### src/rtl/pong_pkg.sv
// pong_pkg: shared FSM state, velocity type and serve-direction codes for the pong ball engine
package pong_pkg;
  typedef enum logic [1:0] {IDLE, RUN, SCORED} state_t;
  typedef logic signed [7:0] vel_t;
  localparam logic DIR_POS = 1'b0;
  localparam logic DIR_NEG = 1'b1;
endpackage

### src/rtl/pong_wall_reflect.sv
// pong_wall_reflect: Y step with clamp to 0..SCREEN_H-1 and vy reflect; in y/vy, out y_out/vy_out/bounce
module pong_wall_reflect #(
  parameter int Y_W = 16,
  parameter int V_W = 8,
  parameter int SCREEN_H = 480
) (
  input  logic [Y_W-1:0]        y,
  input  logic signed [V_W-1:0] vy,
  output logic [Y_W-1:0]        y_out,
  output logic signed [V_W-1:0] vy_out,
  output logic                  bounce
);
  localparam logic signed [Y_W:0] Y_MAX = (Y_W+1)'(SCREEN_H - 1);
  logic signed [Y_W:0] ny;
  logic lo, hi;
  assign ny = $signed({1'b0, y}) + (Y_W+1)'(vy);
  assign lo = ny[Y_W];
  assign hi = ny > Y_MAX;
  assign bounce = lo || hi;
  assign y_out = lo ? '0 : hi ? Y_W'(SCREEN_H - 1) : ny[Y_W-1:0];
  assign vy_out = bounce ? -vy : vy;
endmodule

### src/rtl/pong_ball_engine.sv
// pong_ball_engine: frame-tick ball physics, paddle hits, misses, scores, serve FSM; in clk/rst(active-low sync)/frame_tick/serve/paddle y, out ball pos/vel/pulses/scores/running; PONG_SPEEDUP_EN adds +1 |vx| per paddle hit
module pong_ball_engine
  import pong_pkg::*;
#(
  parameter int X_W = 16,
  parameter int Y_W = 16,
  parameter int V_W = 8,
  parameter int SCREEN_H = 480,
  parameter int CENTER_X = 320,
  parameter int CENTER_Y = 240,
  parameter int LEFT_X = 16,
  parameter int RIGHT_X = 623,
  parameter int PADDLE_H = 64,
  parameter int INIT_VX = 2,
  parameter int INIT_VY = 1,
  parameter int MAX_VX = 8,
  parameter int SCORE_W = 4
) (
  input  logic                  clk,
  input  logic                  rst,
  input  logic                  frame_tick,
  input  logic                  serve,
  input  logic [Y_W-1:0]        left_paddle_y,
  input  logic [Y_W-1:0]        right_paddle_y,
  output logic [X_W-1:0]        ball_x,
  output logic [Y_W-1:0]        ball_y,
  output logic signed [V_W-1:0] vel_x,
  output logic signed [V_W-1:0] vel_y,
  output logic                  update_valid,
  output logic                  hit_left,
  output logic                  hit_right,
  output logic                  wall_hit,
  output logic [SCORE_W-1:0]    score_left,
  output logic [SCORE_W-1:0]    score_right,
  output logic                  running
);
`ifdef PONG_SPEEDUP_EN
  localparam bit SPEEDUP = 1'b1;
`else
  localparam bit SPEEDUP = 1'b0;
`endif
  localparam logic signed [X_W:0] LX = (X_W+1)'(LEFT_X);
  localparam logic signed [X_W:0] RX = (X_W+1)'(RIGHT_X);
  localparam logic signed [V_W-1:0] VMAX = V_W'(MAX_VX);
  localparam logic signed [V_W-1:0] VINIT = V_W'(INIT_VX);
  localparam logic [Y_W:0] PH = (Y_W+1)'(PADDLE_H - 1);
  state_t state, state_nx;
  logic dir, dir_nx;
  logic signed [X_W:0] nx;
  logic [Y_W-1:0] wy, y_nx;
  logic [X_W-1:0] x_nx;
  logic signed [V_W-1:0] wvy, mag, mag_up, vx_bounce, vx_nx, vy_nx;
  logic [SCORE_W-1:0] sl_nx, sr_nx;
  logic wbounce, tick, l_cross, r_cross, l_win, r_win, l_hit, r_hit, l_miss, r_miss, miss, wh_nx;
  pong_wall_reflect #(.Y_W(Y_W), .V_W(V_W), .SCREEN_H(SCREEN_H)) u_wall (
    .y(ball_y),
    .vy(vel_y),
    .y_out(wy),
    .vy_out(wvy),
    .bounce(wbounce)
  );
  assign tick = state == RUN && frame_tick;
  assign nx = $signed({1'b0, ball_x}) + (X_W+1)'(vel_x);
  assign l_cross = vel_x[V_W-1] && nx <= LX;
  assign r_cross = !vel_x[V_W-1] && vel_x != '0 && nx >= RX;
  // paddle window is tested against the wall-corrected y, one guard bit avoids wrap of paddle_y + PADDLE_H - 1
  assign l_win = {1'b0, left_paddle_y} <= {1'b0, wy} && {1'b0, wy} <= {1'b0, left_paddle_y} + PH;
  assign r_win = {1'b0, right_paddle_y} <= {1'b0, wy} && {1'b0, wy} <= {1'b0, right_paddle_y} + PH;
  assign l_hit = l_cross && l_win;
  assign r_hit = r_cross && r_win;
  assign l_miss = l_cross && !l_win;
  assign r_miss = r_cross && !r_win;
  assign miss = l_miss || r_miss;
  assign mag = vel_x[V_W-1] ? -vel_x : vel_x;
  assign mag_up = mag >= VMAX ? VMAX : mag + V_W'(1);
  // speed-up grows the magnitude first, then the sign is flipped away from the paddle
  assign vx_bounce = SPEEDUP ? (vel_x[V_W-1] ? mag_up : -mag_up) : -vel_x;
  assign wh_nx = tick && !miss && wbounce;
  always_ff @(posedge clk) state <= !rst ? IDLE : state_nx;
  always_comb state_nx = state == RUN ? (tick && miss ? SCORED : RUN) : (serve ? RUN : state);
  always_comb begin
    x_nx = ball_x;
    y_nx = ball_y;
    vx_nx = vel_x;
    vy_nx = vel_y;
    sl_nx = score_left;
    sr_nx = score_right;
    dir_nx = dir;
    if (state != RUN && serve) begin
      x_nx = X_W'(CENTER_X);
      y_nx = Y_W'(CENTER_Y);
      vx_nx = dir == DIR_NEG ? -VINIT : VINIT;
      vy_nx = V_W'(INIT_VY);
    end else if (tick && miss) begin
      sr_nx = l_miss ? score_right + SCORE_W'(!(&score_right)) : score_right;
      sl_nx = r_miss ? score_left + SCORE_W'(!(&score_left)) : score_left;
      dir_nx = l_miss ? DIR_NEG : DIR_POS;
    end else if (tick) begin
      x_nx = l_hit ? X_W'(LEFT_X) : r_hit ? X_W'(RIGHT_X) : nx[X_W-1:0];
      vx_nx = l_hit || r_hit ? vx_bounce : vel_x;
      y_nx = wy;
      vy_nx = wvy;
    end
  end
  always_ff @(posedge clk) begin
    if (!rst) begin
      ball_x <= X_W'(CENTER_X);
      ball_y <= Y_W'(CENTER_Y);
      vel_x <= '0;
      vel_y <= '0;
      score_left <= '0;
      score_right <= '0;
      update_valid <= 1'b0;
      hit_left <= 1'b0;
      hit_right <= 1'b0;
      wall_hit <= 1'b0;
      running <= 1'b0;
      dir <= DIR_POS;
    end else begin
      ball_x <= x_nx;
      ball_y <= y_nx;
      vel_x <= vx_nx;
      vel_y <= vy_nx;
      score_left <= sl_nx;
      score_right <= sr_nx;
      update_valid <= tick;
      hit_left <= tick && l_hit;
      hit_right <= tick && r_hit;
      wall_hit <= wh_nx;
      running <= state_nx == RUN;
      dir <= dir_nx;
    end
  end
endmodule

### config.mk
export PLATFORM = sky130hd
export DESIGN_NAME = pong_ball_engine
export DESIGN_NICKNAME = d
export VERILOG_FILES = /design/src/rtl/pong_pkg.sv /design/src/rtl/pong_wall_reflect.sv /design/src/rtl/pong_ball_engine.sv
export SDC_FILE = /design/constraint.sdc
export NUM_CORES = 1
export LEC_CHECK = 0
export CAP_MARGIN = 10
export CORE_ASPECT_RATIO = 1.5
export CORE_MARGIN = 4
export CORE_UTILIZATION = 45
export DETAILED_ROUTE_END_ITERATION = 16
export PLACE_DENSITY = 0.68
export SLEW_MARGIN = 30
export SYNTH_ARGS = -nofsm -noshare
export SYNTH_HDL_FRONTEND = slang
export SYNTH_SLANG_ARGS = --single-unit
### constraint.sdc
create_clock -name clk -period 7.6 [get_ports clk]
set_input_delay 1.14 -clock clk [delete_from_list [all_inputs] [get_ports clk]]
set_output_delay 1.14 -clock clk [all_outputs]
set_load 0.02 [all_outputs]
==> results of run 1 <==
-- layer usage --
metal,track usage [%],vias to the layer above,part of all wire [%]
met3,4.306,44,4.1
met1,26.51,3106,41
met2,43.15,147,51
met5,0,-,0
li1,-,3330,-
met4,10.48,0,3.7
-- worst register-to-register path: stages (launching register included) --
cell       delay, ns
dfxtp_1         0.66
ha_1            0.43
and3_1          0.23
and3_1          0.19
and4_1          0.18
or3_1           0.32
a2111oi_2       0.42
and3_2          0.40
nand3_1         0.16
nor3_1          0.34
inv_1           0.17
ha_1            0.32
a21o_1          0.19
a21o_1          0.17
a21oi_1         0.14
nor4_1          0.06
a311oi_1        0.30
o21a_1          0.21
inv_1           0.04
o2111ai_1       0.21
and3_1          0.47
and3_1          0.25
nor2b_1         0.53
a32o_1          0.24
-- state kept, by name (all words and copies together) (netlist names) --
name          count
ball_x           16
ball_y           16
vel_y             8
vel_x             7
score_left        4
score_right       4
state             2
dir               1
hit_left          1
hit_right         1
running           1
update_valid      1
wall_hit          1
-- metrics by stage --
step / setup slack (ns) / power (uW) / util [%]
after global routing: 0.3567 / 1086 / 57.48
after floorplan: 1.730 / 527.6 / -
after global placement: 1.045 / 621.5 / 55.32
after CTS: 0.9405 / 1040 / 57.43
after detailed placement: 0.9627 / 622.4 / 55.32
final: 0.9225 / 1033 / 57.48
-- power by group through the flow --
| stage | clock, uW | combinational [uW] | sequential, uW |
|---|---|---|---|
| CTS | 422 | 269 | 348 |
| finish | 414 | 270 | 349 |
| global route | 433 | 304 | 350 |
| detailed placement | 0 | 267 | 355 |
| floorplan | 0 | 166 | 361 |
| global placement | 0 | 266 | 356 |
-- synth_stat cells, types with 3 or more instances --
cell type,instances
a211oi_1,4
nor3_1,18
a22o_1,7
o21a_1,11
o31ai_1,14
o221ai_1,3
and4_1,3
a21o_1,28
buf_2,5
inv_1,35
o211ai_1,9
or3_1,10
xor2_1,28
xnor2_1,28
nand3b_1,3
nand3_1,28
dfxtp_1,63
o2bb2ai_1,4
and3_1,26
mux2i_1,4
nand2b_1,10
a31oi_1,15
nor2_1,55
or4_1,11
clkbuf_1,16
nand2_1,70
ha_1,100
o21ai_0,37
nand4_1,18
nor4_1,10
a211o_1,6
a21oi_1,63
o211a_1,4
o21ai_1,7
nor2b_1,9
and2_1,13
-- kinds of logic (layout without fill, tap and decap cells) --
| kind of cell | Yosys count | in the layout | share of synthesized area [%] |
|---|---|---|---|
| AND/OR/NAND/NOR | 296 | 296 | 23.51 |
| adder cells (fa/ha/maj) | 101 | 101 | 19.39 |
| other | 2 | 29 | 0.1145 |
| AO/OA/AOI/OAI | 248 | 248 | 25.74 |
| flip-flops | 63 | 63 | 19.23 |
| XOR/XNOR | 56 | 56 | 7.480 |
| buffers and inverters | 59 | 156 | 3.759 |
| multiplexers | 5 | 5 | 0.7823 |
-- final cells by class --
type,count,area [um2]
Fill cell,1341,6006
Clock buffer,9,225.2
Sequential cell,63,1261
Multi-Input combinational cell,735,5162
Inverter,35,131.4
Clock inverter,7,72.57
Tap cell,192,240.2
Timing Repair Buffer,105,1026
-- placed cells by master (no fill, tap or decap), drive strengths merged, types with 10 or more instances in the layout --
cell type / Yosys / final
clkdlybuf4s50: 0 / 95
nor4: 11 / 11
or3: 10 / 10
xnor2: 28 / 28
and3: 27 / 27
conb: 2 / 29
or4: 11 / 11
nor2: 56 / 56
a21o: 28 / 28
nand2b: 10 / 10
buf: 8 / 10
and2: 13 / 13
nor3: 19 / 19
inv: 35 / 36
nand3: 28 / 28
o21ai: 44 / 44
dfxtp: 63 / 63
nand2: 70 / 70
xor2: 28 / 28
a21oi: 65 / 65
ha: 100 / 100
o21a: 11 / 11
a31oi: 15 / 15
nand4: 18 / 18
o31ai: 14 / 14
-- final timing paths --
path | cells past startpoint | endpoint
max | 23 | ball_x[14]$_SDFFE_PP0P_
min | 2 | dir$_SDFFE_PN0P_
max reg2reg | 23 | ball_x[14]$_SDFFE_PP0P_
min reg2reg | 2 | dir$_SDFFE_PN0P_
==> impl_metrics.env, run 1 <==
export IMPL_ctsResizeCount=0
export IMPL_pwr_share_clk_pct=40.1
export IMPL_ant_nets=0
export IMPL_grt_pass1_wl_um=32140
export IMPL_worst_slew_pin_transition_ns=0.8995
export IMPL_cts_buffers=9
export IMPL_syn_avg_cell_area_um2=7.901
export IMPL_switchingPower_uw=325.2
export IMPL_rr_startpoint="vel_y[7]$_SDFFE_PP0P_"
export IMPL_die_x_um=106.6
export IMPL_viasPerCell=5.783
export IMPL_setup_violations=0
export IMPL_grt_max_degree=28
export IMPL_grt_pass1_vias=6656
export IMPL_crit_fanout=15
export IMPL_timing_fmax_ghz=0.1498
export IMPL_power_density_nw_per_um2=127.2
export IMPL_synth_edff_count=0
export IMPL_grt_overflow=0
export IMPL_die_y_um=155.8
export IMPL_syn_inst=830
export IMPL_num_rows=53
export IMPL_cp_slowest_cell="dfxtp_1"
export IMPL_io_buffer_count=95
export IMPL_vias=6627
export IMPL_hold_path_class="reg -> reg"
export IMPL_power_leakage_uw=0.003581
export IMPL_path_delay_family="simple AND/OR/NAND/NOR gates"
export IMPL_gp_congestion=0.9552
export IMPL_tns_ns=0
export IMPL_worstHoldStart="dir$_SDFFE_PN0P_"
export IMPL_dieArea_um2=16610
export IMPL_insertedDiodeCount=0
export IMPL_core_area_um2=14120
export IMPL_crit_arrival_ns=6.96
export IMPL_synth_area_leaders="dfxtp_1, ha_1, a21oi_1"
export IMPL_layout_nets=1086
export IMPL_synth_cell_types=76
export IMPL_critPathMostFrequentCell="and3_1"
export IMPL_switching_share_pct=31.49
export IMPL_netlist_area_um2=6558
export IMPL_first_pass_iters=4
export IMPL_crit_type="reg -> reg"
export IMPL_placed_cell_area_um2=7814
export IMPL_routed_wl_um=19320
export IMPL_synth_top_cell_area_share_pct=19.23
export IMPL_status="completed"
export IMPL_cts_hold_buf=0
export IMPL_finalMaxSlewViolations=0
export IMPL_start_kind="flip-flop"
export IMPL_yosys_warnings=0
export IMPL_start_util_pct=46.43
export IMPL_final_layout_size_suffix_gt1_share_pct=4.193
export IMPL_peakVddDrop_mv=0.1044
export IMPL_cp_required_ns=7.88
export IMPL_whs_ns=0.4830
export IMPL_syn2layout_area_growth_pct=23.81
export IMPL_htreeDepth=3
export IMPL_post_cts_buffers=0
export IMPL_fin_skew_ns=0.006711
export IMPL_period_share_pct=87.86
export IMPL_combPwrFrac_pct=26.2
export IMPL_clockRootBuffer="clkbuf_16"
export IMPL_slew_headroom_pct=39.81
export IMPL_clock_path_buffers=2
export IMPL_ys_flop_type="dfxtp_1"
export IMPL_crit_path_end_kind="flip-flop"
export IMPL_pwr_share_seq_pct=33.8
export IMPL_tritoncts="done"
export IMPL_ys_seq_elements=63
export IMPL_critPathMaxStageDelay_ns=0.66
export IMPL_rsz0062_at_grt="false"
export IMPL_cts_sinks=63
export IMPL_reg2reg_slack_ns=0.92
export IMPL_insertion_delay_ns=0.33
export IMPL_hpwl_um=15560
export IMPL_yosys_area_top_type="dfxtp_1"
export IMPL_startpoint="vel_y[7]$_SDFFE_PP0P_"
export IMPL_synthArstFlopShare_pct=0
export IMPL_p_int_uw=707.5
export IMPL_hold_viol=0
export IMPL_ios=97
export IMPL_maxCapViolCount=0
export IMPL_wl_per_cell_um=16.86
export IMPL_crit_chain="ha_1 > and3_1 > and3_1 > and4_1 > or3_1 > a2111oi_2 > and3_2 > nand3_1 > nor3_1 > inv_1 > ha_1 > a21o_1 > a21o_1 > a21oi_1 > nor4_1 > a311oi_1 > o21a_1 > inv_1 > o2111ai_1 > and3_1 > and3_1 > nor2b_1 > a32o_1"
export IMPL_path_buf_inv=2
export IMPL_period_minus_slack_ns=6.678
export IMPL_grt_usage_pct=23.64
export IMPL_stdcell_count=1146
export IMPL_antenna_found_initial=0
export IMPL_path_clk_slew_ns=0.06
export IMPL_design_area_um2=8119
export IMPL_route_detailed_drc=0
export IMPL_ys_seq_area_share_pct=19.23
export IMPL_dp_cells=1130
export IMPL_drtIter0Drc=261
Power figures use the tool's default switching activity.
==> inputs of run 2 (changes only) <==
Settings changed: SLEW_MARGIN 30 to 20.
==> run 2 against run 1 <==
Effect of this change: design area about the same; clock power about the same; register-to-register slack worse by 0.09 ns.
==> impl_metrics.env, run 2 (synthesis gave the netlist of run 1 again) <==
export IMPL_final_core_util_pct=57.43
export IMPL_critPathMaxStageDelay_ns=0.66
export IMPL_period_share_pct=89.09
export IMPL_dp_cells=1130
export IMPL_route_detailed_drc=0
export IMPL_grt_overflow=0
export IMPL_htreeDepth=3
export IMPL_worst_slew_pin_transition_ns=0.9332
export IMPL_routed_wl_um=19340
export IMPL_path_delay_family="simple AND/OR/NAND/NOR gates"
export IMPL_die_x_um=106.6
export IMPL_rsz0062_at_grt="false"
export IMPL_cp_slowest_cell="dfxtp_1"
export IMPL_crit_type="reg -> reg"
export IMPL_worstHoldStart="dir$_SDFFE_PN0P_"
export IMPL_hold_viol=0
export IMPL_status="completed"
export IMPL_whs_ns=0.4832
export IMPL_power_leakage_uw=0.003580
export IMPL_clock_path_buffers=2
export IMPL_tns_ns=0
export IMPL_slew_headroom_pct=37.79
export IMPL_start_util_pct=46.43
export IMPL_drtIter0Drc=266
export IMPL_power_uw=1032
export IMPL_die_y_um=155.8
export IMPL_grt_max_degree=28
export IMPL_syn2layout_area_growth_pct=23.70
export IMPL_num_rows=53
export IMPL_grt_pass1_wl_um=32140
export IMPL_reg_top3="ball_x x16, ball_y x16, vel_y x8"
export IMPL_rr_startpoint="vel_y[7]$_SDFFE_PP0P_"
export IMPL_io_buffer_count=95
export IMPL_startpoint="vel_y[7]$_SDFFE_PP0P_"
export IMPL_antenna_found_initial=0
export IMPL_period_minus_slack_ns=6.771
export IMPL_grt_pass1_vias=6656
export IMPL_critPathMostFrequentCell="and3_1"
export IMPL_final_layout_size_suffix_gt1_share_pct=4.193
export IMPL_cts_sinks=63
export IMPL_hold_path_class="reg -> reg"
export IMPL_core_area_um2=14120
export IMPL_crit_path_end_kind="flip-flop"
export IMPL_layout_nets=1086
export IMPL_insertion_delay_ns=0.33
export IMPL_dieArea_um2=16610
export IMPL_post_cts_buffers=0
export IMPL_grt_usage_pct=23.64
export IMPL_vias=6644
export IMPL_first_pass_iters=5
export IMPL_clockRootBuffer="clkbuf_16"
export IMPL_crit_arrival_ns=7.03
export IMPL_insertedDiodeCount=0
export IMPL_timing_fmax_ghz=0.1477
export IMPL_cp_required_ns=7.86
export IMPL_hpwl_um=15560
export IMPL_cts_buffers=9
export IMPL_maxCapViolCount=0
export IMPL_wl_per_cell_um=16.87
export IMPL_cts_hold_buf=0
export IMPL_path_buf_inv=2
export IMPL_power_density_nw_per_um2=127.2
export IMPL_fin_skew_ns=0.006125
export IMPL_setup_violations=0
export IMPL_start_kind="flip-flop"
export IMPL_crit_fanout=27
export IMPL_gp_congestion=0.9552
export IMPL_stdcell_count=1146
export IMPL_final_common_cell="ha_1"
export IMPL_final_cell_mix="ha_1, clkdlybuf4s50_1, nand2_1"
export IMPL_ios=97
export IMPL_ant_nets=0
export IMPL_tritoncts="done"
export IMPL_crit_chain="ha_1 > and3_1 > and3_1 > and4_1 > or3_1 > a2111oi_2 > and3_2 > nand3_1 > nor3_1 > inv_1 > ha_1 > a21o_1 > a21o_1 > a21oi_1 > nor4_1 > a311oi_1 > o21a_1 > inv_1 > o2111ai_1 > and3_1 > o21ai_2 > or4_1 > a21oi_1"
export IMPL_path_clk_slew_ns=0.06
export IMPL_viasPerCell=5.798
export IMPL_nFillCells=1341
export IMPL_ctsResizeCount=0
export IMPL_peakVddDrop_mv=0.1042
export IMPL_finalMaxSlewViolations=0
## run 2: changes by cell type in the layout (fill, tap and decap cells not counted)
cell | before | now
o21ai_2 | 0 | 1
o21ai_4 | 1 | 0
## run 2: area by class of cell
class / count / area (um2) / area share, %
inverters: 35 / 131.4 / 1.620
well taps: 192 / 240.2 / 2.962
clock buffers: 9 / 225.2 / 2.776
clock inverters: 7 / 72.57 / 0.8946
flip-flops and latches: 63 / 1261 / 15.55
repair buffers: 105 / 1026 / 12.65
multi-input cells: 735 / 5155 / 63.55
## run 2: per-layer routing
metal / track usage [%] / wire length [um] / vias up
met3: 4.306 / 837 / 47
met1: 26.51 / 7940 / 3116
met5: 0 / 0 / -
met2: 43.15 / 9818 / 150
met4: 10.48 / 739 / 0
li1: - / - / 3331
## run 2: per-stage QoR
| stage | cell area (um2) | setup slack (ns) |
|---|---|---|
| 2_1_floorplan | 6659 | 1.730 |
| 3_3_place_gp | 7814 | 1.045 |
| 3_5_place_dp | 7814 | 0.9627 |
| 4_1_cts | 8112 | 0.9405 |
| 5_1_grt | 8112 | 0.2652 |
| 6_report | 8112 | 0.8293 |
## run 2: worst register-to-register path: stages (launching register included)
cell,delay (ns)
dfxtp_1,0.66
ha_1,0.43
and3_1,0.23
and3_1,0.19
and4_1,0.18
or3_1,0.32
a2111oi_2,0.42
and3_2,0.40
nand3_1,0.16
nor3_1,0.36
inv_1,0.17
ha_1,0.32
a21o_1,0.19
a21o_1,0.17
a21oi_1,0.14
nor4_1,0.06
a311oi_1,0.30
o21a_1,0.21
inv_1,0.05
o2111ai_1,0.21
and3_1,0.46
o21ai_2,0.35
or4_1,0.59
a21oi_1,0.15
## run 2: final timing paths
check | to | slack (ns) | cells past startpoint
worst max register to register | vel_y[3]$_SDFFE_PP0P_ | 0.83 | 23
worst min register to register | dir$_SDFFE_PN0P_ | 0.48 | 2
worst max-delay path | vel_y[3]$_SDFFE_PP0P_ | 0.83 | 23
worst min-delay path | dir$_SDFFE_PN0P_ | 0.48 | 2
## run 2: power breakdown
group          leakage [uW]  switching [uW]  total, uW  internal, uW
registers          0.000510            10.3        349           338
logic               0.00293             155        270           115
clock network      0.000142             159        413           254
